**src/rtl/pc_sequencer_if.sv**
```systemverilog
// pc_sequencer_if: fetch-side bundle between branch resolution, the PC sequencer and instruction memory
//   in_take/in_target     redirect request and resolved target
//   in_stall              downstream hazard stall
//   in_fetch_ready        instruction memory accepts out_pc
//   out_pc/out_fetch_valid fetch request
//   out_squash/out_flush_busy wrong-path marking while flushing
interface pc_sequencer_if #(parameter int PC_WIDTH = 32);
   logic                in_take;
   logic [PC_WIDTH-1:0] in_target;
   logic                in_stall;
   logic                in_fetch_ready;
   logic [PC_WIDTH-1:0] out_pc;
   logic                out_fetch_valid;
   logic                out_squash;
   logic                out_flush_busy;
   modport master (
      output in_take, in_target, in_stall, in_fetch_ready,
      input  out_pc, out_fetch_valid, out_squash, out_flush_busy
   );
   modport slave (
      input  in_take, in_target, in_stall, in_fetch_ready,
      output out_pc, out_fetch_valid, out_squash, out_flush_busy
   );
endinterface

```
**src/rtl/pc_sequencer.sv**
```systemverilog
// pc_sequencer: program counter and fetch sequencer with redirect-driven wrong-path flush
//   in_clk    clock, rising edge
//   in_rst_n  synchronous reset, active low
//   bus       pc_sequencer_if.slave: redirect/stall/ready in, fetch request and squash out
module pc_sequencer #(
   parameter int                  PC_WIDTH    = 32,
   parameter logic [PC_WIDTH-1:0] RESET_PC    = '0,
   parameter logic [PC_WIDTH-1:0] PC_INC      = PC_WIDTH'(1),
   parameter int unsigned         FLUSH_SLOTS = 2
) (
   input logic             in_clk,
   input logic             in_rst_n,
   pc_sequencer_if.slave   bus
);
   typedef enum logic [1:0] {BOOT, RUN, FLUSH} state_t;
   state_t              r_state, w_state_nxt;
   logic [2:0]          r_cnt, w_cnt_nxt;
   logic [PC_WIDTH-1:0] r_pc, w_pc_nxt;
   logic                w_valid, w_accept, w_redirect;
   assign w_valid    = r_state != BOOT;
   assign w_accept   = w_valid & bus.in_fetch_ready & ~bus.in_stall;
   // a redirect wins over both stall and a not-ready memory
   assign w_redirect = w_valid & bus.in_take;
   always_comb begin
      w_state_nxt = r_state;
      w_cnt_nxt   = r_cnt;
      w_pc_nxt    = w_accept ? r_pc + PC_INC : r_pc;
      if (w_redirect) begin
         w_pc_nxt    = bus.in_target;
         w_state_nxt = FLUSH;
         w_cnt_nxt   = 3'(FLUSH_SLOTS);
      end else if (r_state == BOOT) begin
         w_state_nxt = RUN;
      end else if (r_state == FLUSH && !bus.in_stall) begin
         // the flush window only counts down on unstalled cycles
         w_state_nxt = (r_cnt == 3'd1) ? RUN : FLUSH;
         w_cnt_nxt   = r_cnt - 3'd1;
      end
   end
   always_ff @(posedge in_clk) begin
      if (!in_rst_n) begin
         r_state <= BOOT;
         r_cnt   <= '0;
         r_pc    <= RESET_PC;
      end else begin
         r_state <= w_state_nxt;
         r_cnt   <= w_cnt_nxt;
         r_pc    <= w_pc_nxt;
      end
   end
   assign bus.out_pc          = r_pc;
   assign bus.out_fetch_valid = w_valid;
   assign bus.out_squash      = r_state == FLUSH;
   assign bus.out_flush_busy  = r_state == FLUSH;
endmodule

```
**src/flat_wrapper.sv**
```systemverilog
// flat-port wrapper written by rule: the top's interface ports become plain ports
module pc_sequencer_flat 
#(
   parameter int                  PC_WIDTH    = 32,
   parameter logic [PC_WIDTH-1:0] RESET_PC    = '0,
   parameter logic [PC_WIDTH-1:0] PC_INC      = PC_WIDTH'(1),
   parameter int unsigned         FLUSH_SLOTS = 2
)
  (in_clk, in_rst_n, bus_in_take, bus_in_target, bus_in_stall, bus_in_fetch_ready, bus_out_pc, bus_out_fetch_valid, bus_out_squash, bus_out_flush_busy);
  pc_sequencer_if #(.PC_WIDTH(PC_WIDTH)) bus_i ();
  input logic in_clk;
  input logic in_rst_n;
  input wire logic [$bits(bus_i.in_take)-1:0] bus_in_take;
  input wire logic [$bits(bus_i.in_target)-1:0] bus_in_target;
  input wire logic [$bits(bus_i.in_stall)-1:0] bus_in_stall;
  input wire logic [$bits(bus_i.in_fetch_ready)-1:0] bus_in_fetch_ready;
  output wire logic [$bits(bus_i.out_pc)-1:0] bus_out_pc;
  output wire logic [$bits(bus_i.out_fetch_valid)-1:0] bus_out_fetch_valid;
  output wire logic [$bits(bus_i.out_squash)-1:0] bus_out_squash;
  output wire logic [$bits(bus_i.out_flush_busy)-1:0] bus_out_flush_busy;
  assign bus_i.in_take = bus_in_take;
  assign bus_i.in_target = bus_in_target;
  assign bus_i.in_stall = bus_in_stall;
  assign bus_i.in_fetch_ready = bus_in_fetch_ready;
  assign bus_out_pc = bus_i.out_pc;
  assign bus_out_fetch_valid = bus_i.out_fetch_valid;
  assign bus_out_squash = bus_i.out_squash;
  assign bus_out_flush_busy = bus_i.out_flush_busy;
  pc_sequencer #(.PC_WIDTH(PC_WIDTH), .RESET_PC(RESET_PC), .PC_INC(PC_INC), .FLUSH_SLOTS(FLUSH_SLOTS)) u_core (.in_clk(in_clk), .in_rst_n(in_rst_n), .bus(bus_i));
endmodule
```
**config.mk**
```make
export PLATFORM = sky130hd
export DESIGN_NAME = pc_sequencer_flat
export DESIGN_NICKNAME = d
export VERILOG_FILES = /design/src/rtl/pc_sequencer_if.sv /design/src/rtl/pc_sequencer.sv /design/src/flat_wrapper.sv
export SDC_FILE = /design/constraint.sdc
export NUM_CORES = 1
export LEC_CHECK = 0
export ABC_AREA = 1
export BUFFER_PORTS_ARGS = -buffer_cell sky130_fd_sc_hd__buf_2
export CORE_UTILIZATION = 45
export DETAILED_ROUTE_END_ITERATION = 6
export PLACE_DENSITY_LB_ADDON = 0.08
export SYNTH_ARGS = -nofsm -noshare
export SYNTH_HDL_FRONTEND = slang
export SYNTH_SLANG_ARGS = --single-unit
```
**constraint.sdc**
```tcl
create_clock -name in_clk -period 1.41 [get_ports in_clk]
set_clock_uncertainty 0.15 [all_clocks]
set_input_delay 0.2115 -clock in_clk [delete_from_list [all_inputs] [get_ports in_clk]]
set_output_delay 0.2115 -clock in_clk [all_outputs]
set_load 0.005 [all_outputs]
```
==> results.yml <==
outcome:
  violations: "negative setup slack"
  outcome: "finished with violations"
yosys:
  synth_fa_ha_area_frac: 0.01374
  yosys.area_share.simple: 0.4856
  synth_area_leaders: "dfxtp_1, nand2_1, nand3_1"
  synthDistinctLibCells: 33
  syn_avg_cell_area_sq_um: 6.030
  synth.mux.area_fraction: 0
  syn-cell-area_sq_mm: 0.002731
  synth_top_family_by_area: "simple AND/OR/NAND/NOR gates"
  synth.top_cell.area_share: 0.2712
  synth-compound-area-share: 0.1136
  yosysTopAreaCell: "dfxtp_1"
  ys_seq_elements: 37
  syn_nets: 493
  yosysWarnings: 0
  ys_seq_area_frac: 0.2712
  synth_xor_area_frac: 0.006413
  syn_inst: 453
layout:
  final_cell_mix: "nand2_1, buf_4, buf_2"
  final_common_cell: "nand2_1"
  instances_no_fill: 679
  final_nets: 643
  synthToLayoutAreaGrowth_pct: 54.28
  fin_util: 0.7160
  drive_gt1_frac: 0.4421
  diodes: 0
routing:
  post-route-drc-count: 0
  wire_per_inst_um: 13.52
  drtAntennaViolNets: 0
  first_pass_iters: 4
  via_per_inst: 4.982
  wl_mm: 9.177
  initialDrtViolationCount: 194
  vias: 3383
worst_setup_path:
  arrival_ns: 1.78
  cp.required_ns: 1.50
  critPathKind: "reg -> reg"
  r2r_end: "u_core.bus.out_pc[16]$_SDFFE_PN0P_"
  end_kind: "register"
  reg2reg_slack_ns: -0.28
  worstSetupStartpointType: "register"
  regToRegStartpoint: "u_core.bus.out_pc[1]$_SDFFE_PN0P_"
  cp_max_fo: 5
  reg2regPathDepth: 10
power:
  power_density_mw_per_mm2: 700.8
  power.leakage_uw: 0.001985
  total_power_uw: 2953
  ir_worst_vdd_v: 0.0004804
die:
  die_w_um: 79.91
  die_h_um: 79.91
  dieArea_sq_mm: 0.006386
  initial_core_util: 0.4641
  io_pins: 72
  core.rowCount: 28
  core_area_sq_mm: 0.005886
clock_network:
  cts_made_buffers: 5
  clk_pin_slew_ns: 0.08
  cts_htree_levels: 2
  ctsHoldBuffers: 0
  clock_path_buffers: 2
  cts_root_buf: "clkbuf_8"
  clkLatencyLatePin_ns: 0.30
  cts.sinks: 37
  cts_tree: "done"
placement:
  dp_cells: 661
  gp_congestion: 0.9238
  dp_hpwl_mm: 6.947
  port_buffers: 71
timing:
  tns_ns: -4.439
  maxSlewViolCount: 0
  finalCriticalPeriod_ns: 1.685
  rsz0062_at_grt: "yes"
  slew_headroom: 0.8371
  finalHoldViolations: 0
  max_freq_ghz: 0.5934
  hold-worst-slack_ns: 0.02505
  fin_ws_ns: -0.2752
  worst_pin_slew_ns: 0.2437
  setup_violations: 28
  period_share: 1.195
hold_path:
  hp-start: "bus_in_target[0]"
  min_path_cells: 3
  hp-class: "in -> reg"
  whs_endpoint: "u_core.bus.out_pc[0]$_SDFFE_PN0P_"
grt:
  grt_max_degree: 20
  antenna_found_initial: 0
  grt_usage: 0.2941
  grt_pass1_vias: 3017
  grt_pass1_wl_mm: 14.48
  overflow: 0
run:
  maxCapViolations: 0
-- worst max-delay path, stage by stage, from the launching register on --
cell     delay (ns)
dfxtp_4        0.38
ha_4           0.13
nand2_2        0.06
nor2_4         0.22
buf_4          0.18
nand2_4        0.08
nor3_4         0.18
nand2_1        0.09
nand3_1        0.07
nand2_1        0.05
inv_1          0.05
-- worst max-delay path by stage --
stage / slack (ns) / endpoint / depth (start not counted) / startpoint
floorplan: -0.07 / u_core.bus.out_pc[20]$_SDFFE_PN0P_ / 9 / u_core.bus.out_pc[0]$_SDFFE_PN0P_
global placement: -0.17 / u_core.bus.out_pc[13]$_SDFFE_PN0P_ / 9 / u_core.bus.out_pc[12]$_SDFFE_PN0P_
detailed placement: -0.18 / u_core.bus.out_pc[20]$_SDFFE_PN0P_ / 9 / u_core.bus.out_pc[0]$_SDFFE_PN0P_
CTS: -0.18 / u_core.bus.out_pc[20]$_SDFFE_PN0P_ / 9 / u_core.bus.out_pc[1]$_SDFFE_PN0P_
global route: -0.38 / u_core.bus.out_pc[16]$_SDFFE_PN0P_ / 10 / u_core.bus.out_pc[1]$_SDFFE_PN0P_
finish: -0.28 / u_core.bus.out_pc[16]$_SDFFE_PN0P_ / 10 / u_core.bus.out_pc[1]$_SDFFE_PN0P_
-- per-stage QoR --
step | area (sq um) | setup slack, ns
3_5_place_dp | 3792 | -0.1843
2_1_floorplan | 2771 | -0.07243
5_1_grt | 4214 | -0.3778
3_3_place_gp | 3792 | -0.1688
6_report | 4214 | -0.2752
4_1_cts | 4066 | -0.1813
-- synth_stat cells --
cell	count
a21oi_1	18
a21oi_2	4
a22oi_1	3
a31oi_1	7
and2_1	1
buf_2	8
buf_4	1
buf_6	1
clkbuf_1	4
clkinv_1	1
dfxtp_1	37
ha_1	3
inv_1	54
inv_2	5
nand2_1	142
nand2_2	11
nand2_4	3
nand3_1	42
nand3_4	1
nand3b_1	2
nand4_1	3
nor2_1	54
nor2_2	10
nor2_4	6
nor2_8	1
nor3_1	2
nor3_2	6
o211ai_1	4
o21ai_0	15
o21ai_1	1
o221ai_1	1
xnor2_1	1
xor2_1	1
-- area by class of cell --
class                      instances  area, sq um
clock buffer                       8        90.09
timing repair buffer             157         1087
fill                             497         1672
inverter                          60        231.5
tap                               75        93.84
sequential                        37        789.5
multi-input combinational        342         1922
-- power breakdown --
part	total [uW]	leakage (uW)	switching [uW]	internal, uW
combinational	932	0.00163	491	441
clock	802	0.0000455	402	400
sequential	1220	0.000314	91.9	1130
total	2950	0.00198	985	1970
-- state kept, by name (all words and copies together) (netlist names) --
signal and count:
u_core.bus.out_pc 32, u_core.r_cnt 3, u_core.r_state 2
-- kinds of logic (layout without fill, tap and decap cells) --
logic type,Yosys count,count (layout)
xor+xnor,2,2
simple gates,284,284
compound gates,53,53
flops,37,37
buf+inv,74,225
fa+ha+maj,3,3
-- metal layers --
| layer | wire [um] | up-vias | track usage | share of wire |
|---|---|---|---|---|
| li1 | - | 1735 | - | - |
| met1 | 3958 | 1533 | 0.3978 | 0.43 |
| met2 | 4483 | 107 | 0.5026 | 0.49 |
| met3 | 649 | 8 | 0.03429 | 0.071 |
| met4 | 85 | 0 | 0.05357 | 0.0093 |
| met5 | 0 | - | 0 | 0 |
-- repair_timing --
action                     in CTS  in global routing
resized for setup              49                 33
hold endpoints to repair        0                  0
setup endpoints to repair      32                 34
buffers inserted                5                  6
pin swaps                      13                 13
Note: power is estimated with default switching activity, not from simulation.
